[config.mk]
export PLATFORM = sky130hd
export DESIGN_NAME = regfile_write_arbiter
export DESIGN_NICKNAME = d
export VERILOG_FILES = /design/src/rtl/regfile_write_arbiter.sv
export SDC_FILE = /design/constraint.sdc
export NUM_CORES = 1
export LEC_CHECK = 0
export ABC_AREA = 0
export CORE_MARGIN = 4
export CORE_UTILIZATION = 25
export DETAILED_ROUTE_END_ITERATION = 10
export GPL_ROUTABILITY_DRIVEN = 0
export GPL_TIMING_DRIVEN = 0
export SLEW_MARGIN = 30
export SYNTH_ARGS = -nofsm -noshare
export SYNTH_HDL_FRONTEND = slang
export SYNTH_SLANG_ARGS = --single-unit
[constraint.sdc]
create_clock -name Clk -period 2.1 [get_ports Clk]
set_input_delay 0.315 -clock Clk [delete_from_list [all_inputs] [get_ports Clk]]
set_output_delay 0.315 -clock Clk [all_outputs]
set_load 0.01 [all_outputs]
[src/rtl/regfile_write_arbiter.sv]
// Single write port owner for the register file: clear sequence on regs 1..N-1, then arbitrates two requesters (REGARB_ROUNDROBIN_EN selects round-robin, else fixed priority to requester 0).
// Latency: accept->RegWrite is 1 cycle (registered write stage); clear issues one write per cycle.
// Backpressure: ReqNReady is combinational, low during CLEAR and in the cycle ClearReq is seen in RUN.
module regfile_write_arbiter #(
    parameter int                    DATA_WIDTH  = 32,
    parameter int                    ADDR_WIDTH  = 5,
    parameter logic [DATA_WIDTH-1:0] CLEAR_VALUE = '0
) (
    input  logic                  Clk,
    input  logic                  Reset_n,
    input  logic                  ClearReq,
    output logic                  Busy,
    output logic                  ClearDone,
    input  logic                  Req0Valid,
    input  logic [ADDR_WIDTH-1:0] Req0Addr,
    input  logic [DATA_WIDTH-1:0] Req0Data,
    output logic                  Req0Ready,
    input  logic                  Req1Valid,
    input  logic [ADDR_WIDTH-1:0] Req1Addr,
    input  logic [DATA_WIDTH-1:0] Req1Data,
    output logic                  Req1Ready,
    output logic [ADDR_WIDTH-1:0] WriteRegister,
    output logic [DATA_WIDTH-1:0] WriteData,
    output logic                  RegWrite
);

    typedef enum logic {S_CLEAR, S_RUN} state_t;

    state_t                  state;
    state_t                  state_nxt;
    logic [ADDR_WIDTH-1:0]   clr_cnt;
    logic                    clr_last;
    logic                    xfer0;
    logic                    xfer1;

    assign clr_last = (clr_cnt == '1);
    assign xfer0    = Req0Valid && Req0Ready;
    assign xfer1    = Req1Valid && Req1Ready;

    always_ff @(posedge Clk or negedge Reset_n) begin
        if (!Reset_n) state <= S_CLEAR;
        else          state <= state_nxt;
    end

    always_comb begin
        state_nxt = state;
        case (state)
            S_CLEAR: if (clr_last) state_nxt = S_RUN;
            S_RUN:   if (ClearReq) state_nxt = S_CLEAR;
            default: state_nxt = S_CLEAR;
        endcase
    end

`ifdef REGARB_ROUNDROBIN_EN
    // 1 means requester 1 was granted most recently, so requester 0 wins a tie.
    logic last_grant;

    always_ff @(posedge Clk or negedge Reset_n) begin
        if (!Reset_n)   last_grant <= 1'b1;
        else if (xfer0) last_grant <= 1'b0;
        else if (xfer1) last_grant <= 1'b1;
    end

    always_comb begin
        Busy      = (state == S_CLEAR);
        Req0Ready = 1'b0;
        Req1Ready = 1'b0;
        if (state == S_RUN && !ClearReq) begin
            Req0Ready = Req0Valid && (!Req1Valid || last_grant);
            Req1Ready = Req1Valid && (!Req0Valid || !last_grant);
        end
    end
`else
    always_comb begin
        Busy      = (state == S_CLEAR);
        Req0Ready = 1'b0;
        Req1Ready = 1'b0;
        if (state == S_RUN && !ClearReq) begin
            Req0Ready = Req0Valid;
            Req1Ready = Req1Valid && !Req0Valid;
        end
    end
`endif

    always_ff @(posedge Clk or negedge Reset_n) begin
        if (!Reset_n)               clr_cnt <= ADDR_WIDTH'(1);
        else if (state == S_CLEAR)  clr_cnt <= clr_cnt + ADDR_WIDTH'(1);
        else if (ClearReq)          clr_cnt <= ADDR_WIDTH'(1);
    end

    // Writes to register 0 are accepted but never reach the regfile.
    always_ff @(posedge Clk or negedge Reset_n) begin
        if (!Reset_n) begin
            WriteRegister <= '0;
            WriteData     <= '0;
            RegWrite      <= 1'b0;
            ClearDone     <= 1'b0;
        end else begin
            ClearDone <= (state == S_CLEAR) && clr_last;
            RegWrite  <= 1'b0;
            if (state == S_CLEAR) begin
                WriteRegister <= clr_cnt;
                WriteData     <= CLEAR_VALUE;
                RegWrite      <= 1'b1;
            end else if (xfer0) begin
                if (Req0Addr != '0) begin
                    WriteRegister <= Req0Addr;
                    WriteData     <= Req0Data;
                    RegWrite      <= 1'b1;
                end
            end else if (xfer1) begin
                if (Req1Addr != '0) begin
                    WriteRegister <= Req1Addr;
                    WriteData     <= Req1Data;
                    RegWrite      <= 1'b1;
                end
            end
        end
    end

endmodule

==> out/results.tsv, run 1 <==
metric	value	unit
total grt overflow	0	
Tcrit/Tclk final	0.9573	
Critical Path AT	1.70	ns
1st-iter DRT viols	32	
sequential share of power	0.402	
CTS Buf Count	5	
via-per-instance ratio	4.619	
Comb pwr share	0.350	
synth unique cells	32	
Final HPWL DP	5767	um
Slew Limit Fails	0	
Post-Syn Instances	212	
initial antenna violation count	0	
XOR/XNOR share of the synthesized area	0	
register area share after synthesis	0.4512	
Final ANT Viol Nets	0	
Max Root-Sink Buffers	2	
Compound-Gate Fraction of Synth Area	0.2559	
Sw Share	0.2986	
Max transition margin	0.4611	
Die Area	11660	um^2
Syn Std Cell Area	2499	um^2
Finished Layout Cells	473	
vias in the first global route	2347	
Setup TNS	0	ns
CTS tree	done	
Primary FF master, synth	dfrtp_1	
CTS sink count	45	
CP required	1.78	ns
Min-Delay Path Class	in -> async	
outcome	finished, final reports clean	
FF+latch count, synth	45	
final setup violation count	0	
Post-synth EDFFs	0	
CTS root buf	clkbuf_8	
Yosys Warn Count	0	
first drt pass iteration count	4	
Post-synth ARST share	1.000	
total core area	9774	um^2
placed cells	465	
share of cells above drive strength 1	0.1882	
# port buffers	120	
DRT Wirelength	7665	um
final hold violations	0	
fmax	497.5	MHz
Adder-Cell Fraction of Synth Area	0.01002	
most common cell in the netlist	dfrtp_1	
Cell Pwr Density	693.8	nW/um^2
Synth-to-Final Area Change	60.19	%
crit-path max FO	10	
final net count	420	
die height	108.0	um
worst setup margin	0.08977	ns
clock power share	0.248	
post-route cell area	4003	um^2
DRC	0	
Lkg Pwr	1.721	nW
maximum number of pins on one net before global-route repair	46	
crit path capture type	primary output	
Die X	108.0	um
initial core utilization	0.2556	
routed length per placed instance	16.21	um
RSZ-0062 raised after global routing	false	
Mean Syn Cell Area	11.79	um^2
Synth area leader	dfrtp_1	
Synth top area share	0.4407	
max-cap violations	0	
VDD IR max	0.5300	mV
number of I/O pins	121	
hold buffers post-CTS	0	
Fin Clk Skew	0.008565	ns
Placed Area	3864	um^2
Startpoint Class	flip-flop	
pre-CTS setup slack	-0.2444	ns
cell-internal power	1.948	mW
ANT cells	0	
Worst-path clk slew	0.09	ns
Vias	2185	
CP Class	reg -> out	
Sw Pwr	0.8291	mW
syn_nets	293	
Clock Latency Late Sink	0.29	ns
first-pass GRT wire length	12030	um
gr usage total	0.1301	
H-tree depth	2	
commonest cells in the netlist	44 x dfrtp_1, 38 x a21oi_1, 37 x mux2i_1	
main combinational cell family by area after synthesis	compound AO/OA/AOI/OAI gates	
most area-consuming cells after synthesis	dfrtp_1 44%, a211oi_2 16%, mux2i_1 15%, a21oi_1 7.6%, mux2_4 3.0%	
clock period minus worst slack	2.010	ns
Simple-Gate Fraction of Synth Area	0.05358	
worst-margin pin slew	0.8083	ns
Cell Rows	36	
post-synthesis mux area share	0.1783	
-- critical path, cell delays in order (launching register included) --
cell             delay (ns)
dfrtp_2                0.47
inv_2                  0.11
clkbuf_4               0.25
clkdlybuf4s50_1        0.57
-- routing by layer --
metal	track usage	wire [um]
met3	0.03343	592
met5	0	0
met1	0.1698	3486
met4	0.02164	52
met2	0.2211	3534
-- registers in the layout (all words and copies together) (netlist names) --
name,cells
ClearDone,1
WriteRegister,5
RegWrite,1
WriteData,32
clr_cnt,5
state,1
-- cells by family after synthesis --
group / Yosys count
simple gates: 24
fa+ha+maj: 2
compound gates: 78
flops: 45
mux: 42
buf+inv: 21
-- stage by stage --
stage | utilization | total power, mW | hold slack [ns]
floorplan | - | 1.639 | 0.01941
global placement | 0.3955 | 2.086 | 0.4854
detailed placement | 0.3953 | 2.106 | 0.3673
CTS | 0.4085 | 2.823 | 0.03809
global route | 0.4095 | 2.967 | 0.06077
finish | 0.4095 | 2.777 | 0.02572
-- cell usage in the layout, fill, tap and decap left out, types with 2 or more instances in the layout --
master	n
nor2_1	8
nand2b_1	2
dfrtp_1	43
nand2_1	2
a211oi_2	30
clkdlybuf4s50_1	117
a21oi_1	38
a211oi_1	2
o21ai_1	3
clkbuf_8	6
buf_6	5
mux2i_1	37
buf_4	2
mux2_4	5
clkbuf_1	7
buf_2	7
ha_1	2
-- power by group through the flow --
| stage | clock network (mW) | registers [mW] | logic (mW) |
|---|---|---|---|
| floorplan | 0 | 1.15 | 0.488 |
| global placement | 0 | 1.13 | 0.959 |
| detailed placement | 0 | 1.13 | 0.976 |
| CTS | 0.720 | 1.12 | 0.988 |
| global route | 0.763 | 1.14 | 1.07 |
| finish | 0.689 | 1.12 | 0.972 |
-- cell type report --
type,count,area (um^2)
Buffer,20,128.9
Clock buffer,7,86.33
Clock inverter,1,30.03
Fill cell,975,5772
Inverter,1,3.754
Multi-Input combinational cell,146,1259
Sequential cell,45,1129
Tap cell,133,166.4
Timing Repair Buffer,120,1200
-- worst paths after layout --
check / startpoint / end / slack, ns / depth (start not counted)
setup / recovery: state / Busy / 0.09 / 3
hold / removal: Reset_n / WriteData[17] / 0.03 / 1
setup reg to reg: state / WriteData[23] / 0.37 / 4
hold reg to reg: WriteRegister[2] / WriteRegister[2] / 0.52 / 1
max in group asynchronous: Reset_n / state / 1.63 / 1
min in group Clk: ClearReq / clr_cnt[1] / 0.46 / 2
-- repair_timing --
action	CTS	global route
setup endpoints to repair	3	34
resized for setup	7	3
pin swaps	0	0
buffers inserted	0	0
(Power assumes the default switching activity.)
==> inputs of run 2 (changes only) <==
- GPL_TIMING_DRIVEN: 0 -> default
- REMOVE_ABC_BUFFERS: default -> 1
==> out/results.tsv, run 2 (synthesized netlist as in run 1, its figures left out) <==
metric	value	unit	change
CTS root buf	clkbuf_8		unchanged
via-per-instance ratio	4.592		was 4.619
DRC	0		unchanged
Worst Path Buf+Inv	2		was 3
first drt pass iteration count	4		unchanged
total core area	9774	um^2	unchanged
Lkg Pwr	1.723	nW	was 1.721 nW
gr usage total	0.1251		was 0.1301
CTS tree	done		unchanged
H-tree depth	2		unchanged
CTS Buf Count	5		unchanged
final hold violations	0		unchanged
CP cell instances	clkdlybuf4s50_1, nor4b_2, clkdlybuf4s50_1		was inv_2, clkbuf_4, clkdlybuf4s50_1
Worst-path clk slew	0.09	ns	about the same
most frequent cells in the layout	119 x clkdlybuf4s50_1, 44 x dfrtp_1, 38 x a21oi_1		was 117 x clkdlybuf4s50_1, 43 x dfrtp_1, 38 x a21oi_1
vias in the first global route	2276		was 2347
ANT cells	0		unchanged
crit-path max FO	6		was 10
most used cell, CP	clkdlybuf4s50_1		
crit path capture type	primary output		unchanged
final net count	415		was 420
number of post-CTS setup repair buffers	0		unchanged
Final ANT Viol Nets	0		unchanged
Max Root-Sink Buffers	2		unchanged
initial core utilization	0.2556		unchanged
max-cap violations	0		unchanged
Max transition margin	0.6096		was 0.4611
Die X	108.0	um	unchanged
worst-margin pin slew	0.5855	ns	was 0.8083 ns
CP Class	in -> out		was reg -> out
Largest regs	WriteData x32, WriteRegister x5, clr_cnt x5		unchanged
Startpoint Class	input port		was flip-flop
Cell Rows	36		unchanged
CP max stage cell	clkdlybuf4s50_1		unchanged
VDD IR max	0.4022	mV	was 0.5300 mV
Cell Pwr Density	687.2	nW/um^2	was 693.8 nW/um^2
Pwr Total	2.764	mW	was 2.777 mW
1st-iter DRT viols	75		was 32
maximum number of pins on one net before global-route repair	38		was 46
Critical Path Max Stage Delay	0.58	ns	was 0.57 ns
CP top delay family	buffers and inverters		unchanged
Vias	2149		was 2185
Synth-to-Final Area Change	60.99	%	was 60.19%
# port buffers	120		unchanged
CP required	1.78	ns	about the same
total grt overflow	0		unchanged
max FFs per register	32		unchanged
pre-CTS setup slack	-0.07760	ns	was -0.2444 ns
Critical Path AT	1.72	ns	was 1.70 ns
Reg with most FFs	WriteData		unchanged
Die Area	11660	um^2	unchanged
number of I/O pins	121		unchanged
initial antenna violation count	0		unchanged
Final HPWL DP	5658	um	was 5767 um
clock period minus worst slack	2.037	ns	was 2.010 ns
routed length per placed instance	15.78	um	was 16.21 um
first-pass GRT wire length	11590	um	was 12030 um
Min-Delay Path Class	reg -> reg		was in -> async
die height	108.0	um	unchanged
share of cells above drive strength 1	0.1910		was 0.1882
Tcrit/Tclk final	0.9701		was 0.9573
CTS sink count	45		unchanged
final setup violation count	0		unchanged
fmax	490.9	MHz	was 497.5 MHz
commonest non-fill, non-tap cell in the layout	clkdlybuf4s50_1		unchanged
Slew Limit Fails	0		unchanged
worst setup margin	0.06285	ns	was 0.08977 ns
Clock Latency Late Sink	0.29	ns	about the same
hold_ws	0.5236	ns	was 0.02572 ns
outcome	finished, final reports clean		unchanged
Fin Clk Skew	0.006741	ns	was 0.008565 ns
DRT Wirelength	7385	um	was 7665 um
RSZ-0062 raised after global routing	false		unchanged
## run 2: final cells by class
| class | instances | area, um^2 |
|---|---|---|
| clock buffer | 7 | 86.33 |
| clock inverter | 1 | 30.03 |
| fill | 951 | 5752 |
| inverter | 1 | 3.754 |
| multi-input combinational | 146 | 1260 |
| sequential | 45 | 1127 |
| tap | 133 | 166.4 |
| timing repair buffer | 135 | 1349 |
## run 2: worst reg2reg max path, stage by stage (launching register included)
cell and delay [ns]:
dfrtp_1 0.39, inv_2 0.09, buf_4 0.47, a21o_1 0.36, mux2_4 0.33
## run 2: per-stage QoR
step           area [um^2]  instances    util  TNS, ns
3_3_place_gp          3890        459  0.3980  -0.1354
2_1_floorplan         2375        192       -   -8.032
6_report              4023        468  0.4115        0
3_5_place_dp          3890        459  0.3980  -0.3739
5_1_grt               4023        468  0.4115        0
4_1_cts               4016        468  0.4109        0
## run 2: timing repair
action | in CTS | in global routing
hold buffers | 1 | 0
endpoints found under the hold margin | 19 | 0
resized for setup | 0 | 1
endpoints found under the setup margin | 0 | 1
## run 2: worst paths after layout
check,end,from,slack (ns),cells past startpoint
max in group asynchronous,WriteData[25],Reset_n,0.83,3
worst max-delay path,Req1Ready,Req0Valid,0.06,3
min in group asynchronous,WriteData[13],Reset_n,0.54,2
worst min register to register,WriteRegister[0],WriteRegister[0],0.52,1
worst min-delay path,WriteRegister[0],WriteRegister[0],0.52,1
worst max register to register,WriteRegister[0],state,0.35,4
## run 2: per-layer routing
layer | global-route usage | part of all wire | up-vias
met5 | 0 | 0 | -
met4 | 0.02164 | 0.0046 | 0
met3 | 0.03881 | 0.083 | 4
met2 | 0.2167 | 0.49 | 77
met1 | 0.1552 | 0.42 | 1033
li1 | - | - | 1035
## run 2: power breakdown
group	internal [mW]	switching (mW)	total, mW	leakage, nW
Combinational	0.554	0.409	0.963	1.06
Clock	0.388	0.296	0.685	0.0585
Sequential	1.01	0.108	1.12	0.602
